===== src/rtl/geofence_driver.sv =====
// -----------------------------------------------------------------------------
// geofence_driver
//
// Drives the geofence core from a pattern ROM and scores its replies.
// Each object is six ROM words; word k=0 also carries the expected is_inside
// in bit 31. The block fills a six-entry tuple buffer, bursts the six tuples
// onto X/Y/R on consecutive cycles, then waits for the core's one-cycle valid
// strobe. While waiting, it refills the buffer with the next object so that
// the next burst can start in the cycle right after a reply.
//
// Handshake: valid is a single-cycle strobe from the core. No ready exists.
// A strobe is accepted only in WAIT, and only once the next object's buffer
// is full (or no objects remain). A strobe in FILL or SEND is flagged and
// dropped. An early strobe in WAIT is flagged and ends the run.
//
// Ports:
//   clk, reset            clock, asynchronous active-high reset
//   rom_addr / rom_data   pattern ROM, 1-cycle read latency
//                         rom_data = {exp, X[9:0], Y[9:0], R[10:0]}
//   dut_reset             reset held on the geofence core until the first
//                         buffer is full
//   X, Y, R               receiver tuple; zero outside SEND
//   valid, is_inside      geofence result strobe and value
//   pass_cnt, fail_cnt    saturating score counters
//   done, timeout_err,
//   proto_err             sticky status flags
//   fsm_state             current state (FILL=0, SEND=1, WAIT=2, DONE=3)
// -----------------------------------------------------------------------------
module geofence_driver #(
   parameter int NUM_OBJ = 8,
   parameter int AW      = 8,
   parameter int TIMEOUT = 255
) (
   input  logic          clk,
   input  logic          reset,
   output logic [AW-1:0] rom_addr,
   input  logic [31:0]   rom_data,
   output logic          dut_reset,
   output logic [9:0]    X,
   output logic [9:0]    Y,
   output logic [10:0]   R,
   input  logic          valid,
   input  logic          is_inside,
   output logic [7:0]    pass_cnt,
   output logic [7:0]    fail_cnt,
   output logic          done,
   output logic          timeout_err,
   output logic          proto_err,
   output logic [1:0]    fsm_state
);

   localparam int          TW        = $clog2(TIMEOUT + 1);
   localparam logic [7:0]  NUM_OBJ_W = 8'(NUM_OBJ);
   localparam logic [TW-1:0] TMO_W   = TW'(TIMEOUT);

   typedef enum logic [1:0] {
      S_FILL = 2'd0,
      S_SEND = 2'd1,
      S_WAIT = 2'd2,
      S_DONE = 2'd3
   } state_t;

   state_t        state;
   logic [30:0]   tbuf [6];
   logic          exp_next;
   logic          exp_cur;
   logic          issue_on;     // a ROM read is being issued this cycle
   logic [2:0]    issue_idx;    // entry index of the read being issued
   logic          rd_pend;      // rom_data holds a word to capture this cycle
   logic [2:0]    rd_idx;       // entry index of that word
   logic          buf_full;
   logic [2:0]    send_idx;     // next tuple to drive; 6 means burst finished
   logic [7:0]    obj_sent;
   logic [TW-1:0] wait_cnt;     // WAIT cycles elapsed, counting the current one

   logic more_obj;
   logic cap_last;

   assign more_obj  = (obj_sent < NUM_OBJ_W);
   assign cap_last  = rd_pend && (rd_idx == 3'd5);
   assign fsm_state = state;

   always_ff @(posedge clk or posedge reset) begin
      if (reset) begin
         state       <= S_FILL;
         rom_addr    <= '0;
         dut_reset   <= 1'b1;
         X           <= '0;
         Y           <= '0;
         R           <= '0;
         pass_cnt    <= '0;
         fail_cnt    <= '0;
         done        <= 1'b0;
         timeout_err <= 1'b0;
         proto_err   <= 1'b0;
         for (int i = 0; i < 6; i++) tbuf[i] <= '0;
         exp_next    <= 1'b0;
         exp_cur     <= 1'b0;
         issue_on    <= 1'b1;   // the initial fill starts in cycle 0
         issue_idx   <= '0;
         rd_pend     <= 1'b0;
         rd_idx      <= '0;
         buf_full    <= 1'b0;
         send_idx    <= '0;
         obj_sent    <= '0;
         wait_cnt    <= '0;
      end else begin
         // ROM read issue. The address is not advanced after the sixth read
         // so it never runs past the last entry of the last object; the
         // step to the next object's base happens when the refill starts.
         rd_pend <= 1'b0;
         if (issue_on) begin
            rd_pend <= 1'b1;
            rd_idx  <= issue_idx;
            if (issue_idx == 3'd5) begin
               issue_on <= 1'b0;
            end else begin
               issue_idx <= issue_idx + 3'd1;
               rom_addr  <= rom_addr + AW'(1);
            end
         end

         // Capture: the word read last cycle is on rom_data now.
         if (rd_pend) begin
            tbuf[rd_idx] <= rom_data[30:0];
            if (rd_idx == 3'd0) exp_next <= rom_data[31];
            if (rd_idx == 3'd5) buf_full <= 1'b1;
         end

         case (state)
            S_FILL: begin
               if (valid) proto_err <= 1'b1;
               // tbuf[0] is already stable when the last word is captured,
               // so the burst can start on the same edge.
               if (cap_last) begin
                  state         <= S_SEND;
                  dut_reset     <= 1'b0;
                  {X, Y, R}     <= tbuf[0];
                  send_idx      <= 3'd1;
                  exp_cur       <= exp_next;
                  obj_sent      <= obj_sent + 8'd1;
                  buf_full      <= 1'b0;
               end
            end

            S_SEND: begin
               if (valid) proto_err <= 1'b1;
               if (send_idx == 3'd6) begin
                  {X, Y, R} <= '0;
                  state     <= S_WAIT;
                  wait_cnt  <= TW'(1);
                  if (more_obj) begin
                     issue_on  <= 1'b1;
                     issue_idx <= '0;
                     rom_addr  <= rom_addr + AW'(1);
                  end
               end else begin
                  {X, Y, R} <= tbuf[send_idx];
                  send_idx  <= send_idx + 3'd1;
               end
            end

            S_WAIT: begin
               if (valid) begin
                  if (more_obj && !buf_full) begin
                     proto_err <= 1'b1;
                     state     <= S_DONE;
                     done      <= 1'b1;
                     issue_on  <= 1'b0;
                  end else begin
                     if (is_inside == exp_cur) begin
                        if (pass_cnt != 8'hFF) pass_cnt <= pass_cnt + 8'd1;
                     end else begin
                        if (fail_cnt != 8'hFF) fail_cnt <= fail_cnt + 8'd1;
                     end
                     if (more_obj) begin
                        state     <= S_SEND;
                        {X, Y, R} <= tbuf[0];
                        send_idx  <= 3'd1;
                        exp_cur   <= exp_next;
                        obj_sent  <= obj_sent + 8'd1;
                        buf_full  <= 1'b0;
                     end else begin
                        state <= S_DONE;
                        done  <= 1'b1;
                     end
                  end
               end else if (wait_cnt == TMO_W) begin
                  timeout_err <= 1'b1;
                  state       <= S_DONE;
                  done        <= 1'b1;
                  issue_on    <= 1'b0;
               end else begin
                  wait_cnt <= wait_cnt + TW'(1);
               end
            end

            S_DONE: begin
               // Terminal until reset; outputs already parked at zero.
            end

            default: state <= S_DONE;
         endcase
      end
   end

endmodule


===== config.mk =====
export PLATFORM = sky130hd
export DESIGN_NAME = geofence_driver
export DESIGN_NICKNAME = d
export VERILOG_FILES = /design/src/rtl/geofence_driver.sv
export SDC_FILE = /design/constraint.sdc
export NUM_CORES = 1
export LEC_CHECK = 0
export CAP_MARGIN = 20
export CORE_UTILIZATION = 35
export DETAILED_ROUTE_END_ITERATION = 8
export HOLD_SLACK_MARGIN = 0.02
export PLACE_DENSITY = 0.5
export SLEW_MARGIN = 10
export SYNTH_ARGS = -nofsm -noshare
export SYNTH_HDL_FRONTEND = slang
export SYNTH_SLANG_ARGS = --single-unit

===== constraint.sdc =====
create_clock -name clk -period 11 [get_ports clk]
set_input_delay 2.2 -clock clk [delete_from_list [all_inputs] [get_ports clk]]
set_output_delay 2.2 -clock clk [all_outputs]
set_load 0.01 [all_outputs]

## Yosys cells after proc, flatten, opt, wreduce, memory -nomap -nowiden

Cells that the tools add are included.

| operators by class | value |
|---|---|
| reduce and logical (&&, ||, !) cells | 24 |
| magnitude comparators | 4 |
| bitwise operators | 5 |
| eq/ne operators | 21 |
| $add $sub $neg | 7 |
| mux-type cells | 85 |

Operators with widths:

| operator | number |
|---|---|
| bitwise mux 186 bit | 1 |
| two-way mux 10 bit | 10 |
| two-way mux 8 bit | 12 |
| binary-select mux 31 bit (select 3 bit) | 1 |
| demux 31 bit (select 3 bit) | 1 |
| two-way mux 31 bit | 3 |
| case mux 10 bit (3 select lines) | 2 |
| two-way mux 11 bit | 5 |
| adder 8 x 1 -> 8 bit, second input constant | 5 |
| case mux 11 bit (3 select lines) | 1 |
| case mux 8 bit (2 select lines) | 2 |
| two-way mux 3 bit | 10 |
| two-way mux 1 bit | 25 |
| AND reduction 5 bit | 4 |
| != test 2 bit, second input constant | 9 |
| != test 8 bit, second input constant | 2 |
| two-way mux 2 bit | 6 |
| AND reduction 4 bit | 3 |
| == test 3 bit, second input constant | 3 |
| case mux 3 bit (3 select lines) | 1 |
| == test 8 bit, second input constant | 1 |
| >= comparator 4 bit, second input constant | 2 |
| less-than comparator 8 x 4 -> 1 bit, second input constant | 1 |
| inverter 3 -> 4 bit | 2 |
| 21 further kinds | 34 |

| storage, ports and cells | value |
|---|---|
| register bits | 277 |
| output and inout bits | 61 |
| input port bits | 36 |

## Depth between registers and ports, before layout

| depth | value |
|---|---|
| depth after elaboration | 7 |
| mapped depth | 8 |
| depth with buffers taken out | 6 |

## Least setup slack after synthesis

OpenSTA, ideal clock, no wires.

| path | value |
|---|---|
| kind | in2reg |
| start point | in valid |
| end point | reg R[0] |
| library setup time | 0.129 ns |
| cell stages on the path | 6 |
| setup slack | 7.751 ns |
| data arrival time | 3.120 ns |
| data required time | 10.871 ns |
| cell sequence | nand2_1 -> o31ai_4 -> and2_1 -> clkbuf_1 -> buf_4 -> a31oi_1 |

| between the ends | value |
|---|---|
| cells in the longest elaborated chain, start to end | 2 |

RTL lines:

| item | RTL line | source |
|---|---|---|
| from (decl) | 42 | `input logic valid,` |
| != test 2 bit (no line) | n/a |  |
| AND reduction 5 bit (no line) | n/a |  |
| to (signal assigned) | 138 | `{X, Y, R} <= tbuf[0];` |
| to (signal assigned) | 158 | `{X, Y, R} <= tbuf[send_idx];` |
| to (signal assigned) | 178 | `{X, Y, R} <= tbuf[0];` |
| to (decl) | 41 | `output logic [10:0] R,` |

No other way between the ends.
A chain may end at the register's enable or synchronous reset.

## Final worst setup path

| path | value |
|---|---|
| start point | in valid |
| end point | reg Y[3] |

| between the ends | value |
|---|---|
| cells in the longest elaborated chain, start to end | 2 |

RTL lines:

| item | RTL line | source |
|---|---|---|
| != test 2 bit (no line) | n/a |  |
| AND reduction 5 bit (no line) | n/a |  |
| to (signal assigned) | 138 |  |
| to (signal assigned) | 158 |  |
| to (signal assigned) | 178 |  |
| to (decl) | 40 | `output logic [9:0] Y,` |

No other way between the ends.

==> results.md <==
- Setup violators final: 0
- Die area: between 30000 and 40000 sq um
- Asr flop ratio synth: between 90% and 100%
- Syn_nets: 1118
- Mapped Area: between 10000 and 15000 sq um
- Post-synth top area share: 53.17%
- Routed vias/inst: between 5 and 6
- CTS Hold Bufs: 0
- Required time worst endpoint: around 11 ns
- Crit path top cell by count: buf_4
- Final Instance Area: 15530 sq um
- Slew headroom: between 30% and 40%
- # IOs: 97
- Worst-path cell chain: clkdlybuf4s50_1 > nand2_1 > o31ai_4 > buf_4 > and2_1 > buf_4 > a31oi_1
- Post-Synthesis Cells: 1068
- Register area share after synthesis: 53.58%
- Final hold viol count: 0
- Worst Hold Class: flip-flop to flip-flop
- Average size of a mapped cell: 12.12 sq um
- Final #Nets: 1195
- Critical path type: primary input to flip-flop
- Post-CTS Resized: 0
- Worst skew pair latency: ~0.5 ns
- Final cell count without fillers: 1635
- Setup TNS: 0 ns
- # H-tree levels: 2
- Vias: around 8700
- Total gr overflow: 0
- Inserted Diodes: 0
- Vias in the first global route: ~8900
- Yosys warns: 0
- DRC errors left: 0
- Dominant cells by area after synthesis: dfrtp_1 53%, mux2_2 17%, mux2i_1 4.9%
- Layout cells sized above 1: between 20% and 30%
- Max clock buf depth: 3
- Arr. time, crit path: 4.52 ns
- CTS tree: done
- Final Util: a little over two fifths
- MaxCap Viol Count: 0
- Worst Skew: about 0.021 ns
- P&R area growth vs syn: 20.00%
- Initial antenna violation count: 0
- Tmin final: between 4 and 5 ns
- CP max stage cell: clkdlybuf4s50_1
- DP Wirelength: roughly 18000 um
- Yosys top cell by area: dfrtp_1
- Core area: 36520 sq um
- Std-Cell Rows: 70
- Slew of the pin with the lowest slew margin: ~1 ns
- Root Buffer Master: clkbuf_16
- Total Wirelength: between 30000 and 40000 um
- Max Slew Vio Count: 0
- Clock sinks: ~280
- Fin worst setup slack: 6.825 ns
- Initial core utilization: between 30% and 40%
- Status: finished clean
- Crit path largest cell delay: 0.56 ns
- Achievable frequency: 239.5 MHz
- Period utilization: a little under two fifths
- Reg clk slew, reported paths: 0.06 ns
- CP Launch Type: primary input
- Ys flop type: dfrtp_1
- Post-CTS setup buffer count: 0
- Inst Count DP: 1577
- ANT nets after route: 0
- Post-DP Area: approximately 14000 sq um
- WHS: roughly 0.46 ns
- Peak supply drop: 0.0001261 V
- Setup Slack @ Placement: ~6.3 ns
- Die X: 194.3 um
- First-pass GRT wire length: about 52000 um
- Cts bufs inserted: 34
- Worst-path maximum fanout: 45
- First drt pass iteration count: 7
- Largest net degree at the start of global routing: 158
- Overall power: around 4.5 mW
- Synth cell types: 55
- RSZ-0062 raised after global routing: false
- WL/cell: just under 20 um
- Total global-route track usage: between 10% and 20%
- Die height: between 150 and 200 um
- Post-synth EDFFs: 0
- Seq cells post-synth: around 280
- DRT iter0 DRCs: just under 400
- Cell leakage power: 6.515 nW
- PortBufs: between 90 and 100
- Pwr/cell area: ~290 nW/um^2
- Placer Congestion: slightly above 0.7
- Endpoint class of the critical path: flip-flop
[sequential cells by signal (all words and copies together), names as in the netlist, 2 cells and up]
name / flops
Y: 10
issue_idx: 3
fail_cnt: 8
pass_cnt: 8
fsm_state: 2
rom_addr: 8
wait_cnt: 8
obj_sent: 8
rd_idx: 3
tbuf: 186
X: 10
R: 11
send_idx: 3
[layout by cell type, fill, tap and decap left out, types with 6 or more instances in the layout]
| cell type | synthesis | layout |
|---|---|---|
| a21o_1 | 32 | 32 |
| a21oi_1 | 43 | 42 |
| a31oi_1 | 31 | 31 |
| and3_1 | 7 | 7 |
| buf_4 | 3 | 15 |
| clkbuf_16 | 0 | 35 |
| clkbuf_8 | 0 | 10 |
| clkdlybuf4s50_1 | 0 | 96 |
| dfrtp_1 | 275 | 272 |
| ha_1 | 14 | 14 |
| inv_1 | 43 | 42 |
| mux2_2 | 194 | 194 |
| mux2i_1 | 63 | 63 |
| nand2_1 | 52 | 52 |
| nand3_1 | 14 | 13 |
| nand4_1 | 11 | 11 |
| nor2_1 | 47 | 46 |
| nor3_1 | 14 | 13 |
| o211ai_1 | 34 | 34 |
| o21ai_0 | 7 | 7 |
| o221ai_1 | 31 | 31 |
| o31ai_1 | 6 | 6 |
| xnor2_1 | 15 | 15 |
| xor2_1 | 16 | 16 |
[layer usage]
layer / GRT usage [%] / up-vias / routed length (um)
li1: - / 4043 / -
met1: 24.91 / 4463 / 15750
met2: 28.51 / 125 / 15310
met3: 2.620 / 41 / 988
met4: 3.821 / 0 / 483
met5: 0 / - / 0
[final timing paths]
kind	cells after the start	end	slack [ns]	start
max in group asynchronous	3	send_idx[2]$_DFFE_PP0P_	7.34	reset
worst min-delay path	1	dut_reset$_DFFE_PP1P_	0.46	dut_reset$_DFFE_PP1P_
worst min register to register	1	dut_reset$_DFFE_PP1P_	0.46	dut_reset$_DFFE_PP1P_
worst max register to register	5	R[6]$_DFFE_PP0P_	8.04	send_idx[1]$_DFFE_PP0P_
min in group asynchronous	2	tbuf[65]$_DFFE_PP0P_	2.22	reset
worst max-delay path	7	Y[3]$_DFFE_PP0P_	6.83	valid
[cell type report]
class / instances / area (sq um)
fill: 3450 / 20990
sequential: 277 / 6943
multi-input combinational: 676 / 5582
timing repair buffer: 112 / 1094
clock buffer: 50 / 1032
tap: 468 / 585.6
inverter: 44 / 172.7
clock inverter: 8 / 122.6
[worst max-delay path, delay by kind of cell]
kind | cells | cell delay [ns]
buf+inv | 3 | 1.46
simple gates | 2 | 0.48
compound gates | 2 | 0.34
[report_power, final]
part / switching, mW / internal, mW / total [mW]
clock network: 0.426 / 0.718 / 1.14
registers: 0.346 / 1.44 / 1.79
logic: 0.775 / 0.786 / 1.56
[logic make-up (layout without fill, tap and decap cells)]
group	after synthesis	count (layout)	synth area share (%)
adder cells (fa/ha/maj)	14	14	1.353
AND/OR/NAND/NOR	169	169	6.284
buffers and inverters	115	214	3.683
XOR/XNOR	31	31	2.098
AO/OA/AOI/OAI	204	204	11.17
flip-flops	277	277	53.58
multiplexers	258	258	21.84
[synthesized netlist by cell type, drive strengths merged, types with 2 or more instances]
master / n
dfrtp: 275
mux2: 195
mux2i: 63
nand2: 52
nor2: 47
a21oi: 43
inv: 43
clkbuf: 37
buf: 34
o211ai: 34
a21o: 32
o221ai: 32
a31oi: 31
xor2: 16
xnor2: 15
ha: 14
nand3: 14
nor3: 14
nand4: 11
and3: 7
o21ai: 7
o31ai: 7
or4: 5
a21boi: 4
a31o: 4
nor2b: 4
a41oi: 2
and2: 2
and4b: 2
dfstp: 2
nand4b: 2
nor4: 2
or2: 2
or3: 2
(Power assumes the default switching activity.)
